<file path="config.mk">
export PLATFORM = sky130hd
export DESIGN_NAME = control_step_sequencer
export DESIGN_NICKNAME = d
export VERILOG_FILES = /design/src/rtl/control_step_sequencer.sv
export SDC_FILE = /design/constraint.sdc
export NUM_CORES = 1
export LEC_CHECK = 0
export CAP_MARGIN = 20
export CORE_UTILIZATION = 53
export CTS_CLUSTER_SIZE = 20
export DETAILED_ROUTE_END_ITERATION = 8
export PLACE_DENSITY = 0.77
export SLEW_MARGIN = 20
export SYNTH_ARGS = -nofsm -noshare
export SYNTH_HDL_FRONTEND = slang
export SYNTH_SLANG_ARGS = --single-unit
</file>
<file path="constraint.sdc">
create_clock -name clk -period 2.5 [get_ports clk]
set_input_delay 0.5 -clock clk [delete_from_list [all_inputs] [get_ports clk]]
set_output_delay 0.5 -clock clk [all_outputs]
set_load 0.1 [all_outputs]
</file>
<file path="src/rtl/control_step_sequencer.sv">
// Control-step sequencer for the Mini SRC control unit.
// One-hot T strobes with memory stretch, halt, restart and timeout fault.
module control_step_sequencer #(
  parameter int NUM_STEPS = 8,
  parameter int TIMEOUT   = 16,
  parameter int CNT_W     = 16
) (
  input  logic                         clk,
  input  logic                         clr,
  input  logic                         start,
  input  logic                         stop,
  input  logic                         end_instr,
  input  logic                         mem_req,
  input  logic                         mfc,
  output logic [NUM_STEPS-1:0]         T,
  output logic [$clog2(NUM_STEPS)-1:0] step_idx,
  output logic                         run,
  output logic                         mem_wait,
  output logic                         instr_done,
  output logic                         fault,
  output logic [CNT_W-1:0]             instr_count
);

  localparam int SW = $clog2(NUM_STEPS);
  localparam int WW = $clog2(TIMEOUT + 1);
  localparam logic [NUM_STEPS-1:0] ONE = {{(NUM_STEPS-1){1'b0}}, 1'b1};

  typedef enum logic [1:0] {
    S_HALTED,
    S_RUN,
    S_WAIT,
    S_FAULT
  } state_t;

  state_t               r_state;
  logic [NUM_STEPS-1:0] r_t;
  logic [SW-1:0]        r_step;
  logic                 r_run;
  logic                 r_mem_wait;
  logic                 r_done;
  logic                 r_fault;
  logic [CNT_W-1:0]     r_cnt;
  logic [WW-1:0]        r_wcnt;

  logic                 w_wrap;
  logic [SW-1:0]        w_next;
  logic [NUM_STEPS-1:0] w_next_t;

  // Last step is an implicit instruction end.
  always_comb begin
    w_wrap   = end_instr || (r_step == SW'(NUM_STEPS - 1));
    w_next   = w_wrap ? '0 : r_step + 1'b1;
    w_next_t = ONE << w_next;
  end

  always_ff @(posedge clk) begin
    if (clr) begin
      r_state    <= S_HALTED;
      r_t        <= '0;
      r_step     <= '0;
      r_run      <= 1'b0;
      r_mem_wait <= 1'b0;
      r_done     <= 1'b0;
      r_fault    <= 1'b0;
      r_cnt      <= '0;
      r_wcnt     <= '0;
    end else begin
      r_done <= 1'b0;
      unique case (r_state)
        S_HALTED: begin
          if (start && !stop) begin
            r_state <= S_RUN;
            r_t     <= ONE;
            r_step  <= '0;
            r_run   <= 1'b1;
          end
        end
        S_RUN: begin
          if (stop) begin
            r_state <= S_HALTED;
            r_t     <= '0;
            r_step  <= '0;
            r_run   <= 1'b0;
          end else if (mem_req && !mfc) begin
            r_state    <= S_WAIT;
            r_mem_wait <= 1'b1;
            r_wcnt     <= WW'(1);
          end else begin
            r_t    <= w_next_t;
            r_step <= w_next;
            if (w_wrap) begin
              r_done <= 1'b1;
              r_cnt  <= r_cnt + 1'b1;
            end
          end
        end
        S_WAIT: begin
          if (stop) begin
            r_state    <= S_HALTED;
            r_t        <= '0;
            r_step     <= '0;
            r_run      <= 1'b0;
            r_mem_wait <= 1'b0;
            r_wcnt     <= '0;
          end else if (mfc) begin
            r_state    <= S_RUN;
            r_mem_wait <= 1'b0;
            r_wcnt     <= '0;
            r_t        <= w_next_t;
            r_step     <= w_next;
            if (w_wrap) begin
              r_done <= 1'b1;
              r_cnt  <= r_cnt + 1'b1;
            end
          end else if (r_wcnt == WW'(TIMEOUT)) begin
            r_state    <= S_FAULT;
            r_t        <= '0;
            r_step     <= '0;
            r_run      <= 1'b0;
            r_mem_wait <= 1'b0;
            r_fault    <= 1'b1;
            r_wcnt     <= '0;
          end else begin
            r_wcnt <= r_wcnt + 1'b1;
          end
        end
        S_FAULT: begin
          r_fault <= 1'b1;
        end
      endcase
    end
  end

  assign T           = r_t;
  assign step_idx    = r_step;
  assign run         = r_run;
  assign mem_wait    = r_mem_wait;
  assign instr_done  = r_done;
  assign fault       = r_fault;
  assign instr_count = r_cnt;

endmodule

</file>
==> results of run 1 <==
## flip-flops by register name (all words and copies together), names as in the netlist
register / cells
T: 8
fault: 1
instr_count: 16
instr_done: 1
mem_wait: 1
r_state: 2
r_wcnt: 5
run: 1
step_idx: 3
## final cells by class
| class | count | share of cell area |
|---|---|---|
| multi-input combinational | 181 | 0.511 |
| sequential | 38 | 0.291 |
| timing repair buffer | 40 | 0.120 |
| clock buffer | 6 | 0.0314 |
| tap | 50 | 0.0238 |
| inverter | 13 | 0.0186 |
| clock inverter | 2 | 0.00476 |
## power breakdown
part / leakage, nW / switching (mW) / internal [mW]
Clock: 0.0472 / 0.233 / 0.222
Combinational: 0.657 / 0.180 / 0.0767
Sequential: 0.308 / 0.0108 / 0.617
## cell usage after synthesis, types with 8 or more instances
cell type and n:
a21oi_1 13, nor2b_1 12, nor2_1 21, ha_1 9
nand3_1 8, inv_1 13, nand2_1 12, o21ai_0 10
nor4_1 10, mux2_2 9, o211ai_1 10, dfxtp_1 38
## worst register-to-register path, cell delays in order, from the launching register on
cell	delay, ns
dfxtp_1	0.39
inv_1	0.08
ha_1	0.40
o21a_1	0.24
o2111ai_4	0.22
nor4_1	0.35
mux2_2	0.37
## through the flow
step                      hold WS [ns]  worst slack, ns  cells  total power [mW]
after floorplan                  0.462           0.0157    244             0.847
after global placement           0.470            0.115    322             0.894
after detailed placement         0.476           0.0428    322             0.897
after CTS                        0.487            0.353    330              1.35
after global routing             0.513            0.194    330              1.39
final                            0.485            0.330    330              1.34
## path summary, 6_finish.rpt
check                          startpoint                      endpoint  slack (ns)  cells after the start
setup reg to reg  r_state[0]$_SDFFE_PP0P_  instr_count[13]$_SDFFE_PP0P_        0.35                      6
setup / recovery                      mfc  instr_count[13]$_SDFFE_PP0P_        0.33                      5
hold reg to reg     mem_wait$_SDFFE_PP0P_         mem_wait$_SDFFE_PP0P_        0.49                      2
hold / removal      mem_wait$_SDFFE_PP0P_         mem_wait$_SDFFE_PP0P_        0.49                      2
## layer usage
layer	vias to the layer above	share of wire	routed length (um)
met5	-	0	0
met4	0	0.016	77
met3	8	0.041	200
met2	38	0.46	2230
met1	937	0.48	2350
li1	985	-	-
## cell families (layout without fill, tap and decap cells)
family / Yosys count / count (layout)
muxes: 9 / 9
DFF: 38 / 38
xor gates and xnor gates: 3 / 3
AOI/OAI and AO/OA: 68 / 68
and+or+nand+nor: 92 / 92
adders and majority gates: 9 / 9
buffers and inverters: 25 / 61
==> metrics, run 1 <==
Area Overhead vs Synth=17.9%; run status=finished clean; Longest Clk Path Bufs=2; max cap viols=0; post-synthesis sequential area ratio=0.341; # nets final=295; H-Tree Depth=2; commonest cells after routing, fill and taps aside=dfxtp_1, buf_4, nor2_1, inv_1, a21oi_1; Worst EP arrival=2.37 ns; Post-Route WL=4860 um; Vias/cell=5.96; Cell Rows=23; Post-Syn Area=0.00223 mm2; startpoint types=input port; Final ANT Viol Nets=0; Worst path top cell family by delay=buffers and inverters; total CTS buffers=5; CTS Hold Bufs=0; Final Setup Violations=0; XOR/XNOR Fraction of Synth Area=0.0118; Yosys reg bits=38; RePlAce Congestion=0.853; Starting Density=0.553; IO buf count=37; GRT met3 Usage=0.0599; number of global-route vias before repair=1696; GR Layer Usage met1=0.301; hold crit path type=flop to flop; area of the multi-input gates=0.00134 mm2; Worst Skew=0.00702 ns; most used flip-flop cell after synthesis=dfxtp_1; fill cell count=378; largest net degree at the start of global routing=35; final hold vios=0; core area=0.00403 mm2; critical path buffer and inverter count=1; dpl hpwl=3380 um; most used routing layer=met2; Post-Synth Simple-Gate Area=0.253; Resize count post-CTS=0; Leak Pwr=1.01 nW; slowest CP cell=clkdlybuf4s50_1; WL/cell=14.7 um; synth warn=0; Mapped Nets=260; Post-Layout Inst Area=0.00263 mm2; drc violations=0; IO Count=38; adder-cell share of the synthesized area=0.0505; diode count=0; TritonCTS clock tree=done; complex-gate fraction of the synthesized area=0.241; largest family of logic cells by synthesized area=simple AND/OR/NAND/NOR gates; Slew Limit Fails=0; crit-path max FO=17; first-pass GRT wire length=7790 um; drt first pass iters=4; ys async rst share=0; met2 usage=0.357; pwr/cell area=510 mW/mm2; placed inst area=0.00253 mm2; initial antenna violation count=0; Worst-path clk slew=0.07 ns; Die X=66.8 um; total number of vias=1968; EDFF count, synth=0; Post-Synthesis Cells=244; Yosys cell types=56; share of cells above drive strength 1=0.261; Final Util=0.652; total setup buffers inserted after CTS=0; unrepaired setup endpoints after global routing=no; setup tns final=0 ns; total grt overflow=0; Synth top area share=0.341; most common cell after layout, fill and taps aside=dfxtp_1; period utilization=0.868; Worst Tran Pin Value=0.550 ns; fmax=461 MHz; Crit Path Category=input port to flop; Rel. slew slack=0.630; Tot GR Track Use=0.231; proportion of synthesized area in mux cells=0.0455; crit-path cells=clkdlybuf4s50_1, nand2b_4, a31oi_4, nor4_1, mux2_2; synth top area cells=dfxtp_1, ha_1, mux2_2; clock sinks=38; Die ar.=0.00447 mm2; CP endpoint kind=flop; Mapped Avg Cell Area=9.13 um2; register area=763 um2; slowest stage delay, CP=0.65 ns; worst ir drop on vdd=0.000277 V; DR iter-0 viols=104; Clk Latency, worst-skew pair=0.30 ns; clock root buffer=clkbuf_8; post-route minimum period=2.17 ns; required time of the critical path=2.70 ns; Die Span Y=66.8 um; post-synth top area cell=dfxtp_1
No activity file was read; power rests on OpenSTA's default activity.
==> inputs of run 2 (changes only) <==
Settings changed: RECOVER_POWER set to 25.
==> metrics, run 2 (synthesis gave the netlist of run 1 again) <==
run status=finished clean; CTS Hold Bufs=0 (unchanged); Crit Path Category=input port to flop; startpoint types=input port; R2R cell count=6 (unchanged); GRT met3 Usage=0.0599 (unchanged); Final Setup Violations=0 (unchanged); Die Span Y=66.8 um (unchanged); # nets final=295 (unchanged); pwr/cell area=519 mW/mm2 (+1.7%); Leak Pwr=0.944 nW (-6.7%); WHS Path Cells=2 (unchanged); total grt overflow=0 (unchanged); total CTS buffers=5 (unchanged); required time of the critical path=2.69 ns (about the same); RePlAce Congestion=0.853 (unchanged); most used routing layer=met2; IO Count=38 (unchanged); Slew Limit Fails=0 (unchanged); Longest Clk Path Bufs=2 (unchanged); clock root buffer=clkbuf_8; area of the multi-input gates=0.00134 mm2 (unchanged); setup tns final=0 ns (unchanged); Resize count post-CTS=0 (unchanged); diode count=0 (unchanged); Tot GR Track Use=0.231 (unchanged); max cap viols=0 (unchanged); clock sinks=38 (unchanged); period utilization=0.897 (+0.0294); Worst EP arrival=2.44 ns (+0.07 ns); hold crit path type=flop to flop; H-Tree Depth=2 (unchanged); placed cell count=322 (unchanged); post-route minimum period=2.24 ns (+0.0736 ns); Hold Slack=0.480 ns (-0.00565 ns); dpl hpwl=3380 um (unchanged); Clk Latency, worst-skew pair=0.30 ns (about the same); fill cell count=397 (+5.0%); largest net degree at the start of global routing=35 (unchanged); Starting Density=0.553 (unchanged); final hold vios=0 (unchanged); worst ir drop on vdd=0.000277 V (about the same); initial antenna violation count=0 (unchanged); total number of vias=1971 (+0.15%); Worst Skew=0.00615 ns (-0.000864 ns); Die X=66.8 um (unchanged); Area Overhead vs Synth=15.2%; Vias/cell=5.97 (+0.15%); most common cell after layout, fill and taps aside=dfxtp_1; share of cells above drive strength 1=0.204 (-0.0571); commonest cells after routing, fill and taps aside=dfxtp_1, nor2_1, buf_4, clkbuf_1; unrepaired setup endpoints after global routing=no; CP endpoint kind=flop; TritonCTS clock tree=done; Final ANT Viol Nets=0 (unchanged); IO buf count=37 (unchanged); final std cells w/o fill=330 (unchanged); drt first pass iters=4 (unchanged); Worst Tran Pin Value=1.16 ns (+0.615 ns); Largest register FFs=16 (unchanged); first-pass GRT wire length=7790 um (unchanged); Die ar.=0.00447 mm2 (unchanged); Worst-path clk slew=0.07 ns (about the same); Post-Route WL=4850 um (-0.25%); crit-path max FO=17 (unchanged); register area=763 um2 (unchanged); drc violations=0 (unchanged); fmax=446 MHz (-3.3%); DR iter-0 viols=107 (+2.9%); GR Layer Usage met1=0.301 (unchanged); met2 usage=0.357 (unchanged); core area=0.00403 mm2 (unchanged); number of global-route vias before repair=1696 (unchanged); total setup buffers inserted after CTS=0 (unchanged); Rel. slew slack=0.227 (-0.403); WL/cell=14.7 um (-0.25%); Cell Rows=23 (unchanged)
[run 2: cell types whose count changed in the layout (fill, tap and decap cells not counted), sizes merged]
cell	before	now
buf	34	18
clkbuf	6	22
clkdlybuf4s50	6	5
dlygate4sd3	0	1
[run 2: power breakdown]
group / internal, mW / switching (mW)
Sequential: 0.617 / 0.0106
Combinational: 0.0706 / 0.180
Clock: 0.222 / 0.231
[run 2: path summary, 6_finish.rpt]
| path | from | end | slack [ns] |
|---|---|---|---|
| max reg2reg | r_state[0]$_SDFFE_PP0P_ | instr_count[13]$_SDFFE_PP0P_ | 0.35 |
| min reg2reg | mem_wait$_SDFFE_PP0P_ | mem_wait$_SDFFE_PP0P_ | 0.48 |
| max | mfc | instr_count[13]$_SDFFE_PP0P_ | 0.26 |
| min | mem_wait$_SDFFE_PP0P_ | mem_wait$_SDFFE_PP0P_ | 0.48 |
[run 2: area by class of cell]
| type | count | share of cell area |
|---|---|---|
| Timing Repair Buffer | 40 | 0.0995 |
| Tap cell | 50 | 0.0244 |
| Clock buffer | 6 | 0.0322 |
| Sequential cell | 38 | 0.297 |
| Multi-Input combinational cell | 181 | 0.523 |
| Clock inverter | 2 | 0.00488 |
| Inverter | 13 | 0.0190 |
[run 2: routing by layer]
layer	vias to the layer above	part of all wire	wire length, um
li1	984	-	-
met1	943	0.48	2350
met2	36	0.46	2230
met3	8	0.039	191
met4	0	0.016	77
met5	-	0	0
[run 2: metrics by stage]
stage          area, um2  total power [mW]  worst slack [ns]   util
3_5_place_dp        2530             0.897            0.0428  0.628
6_report            2570              1.33             0.256  0.637
4_1_cts             2630              1.35             0.353  0.652
2_1_floorplan       2230             0.847            0.0157      -
5_1_grt             2570              1.39             0.151  0.637
3_3_place_gp        2530             0.894             0.115  0.628
[run 2: critical path, cell delays in order]
cell	delay, ns
dlygate4sd3_1	0.73
nand2b_4	0.23
a31oi_4	0.21
nor4_1	0.40
mux2_2	0.37
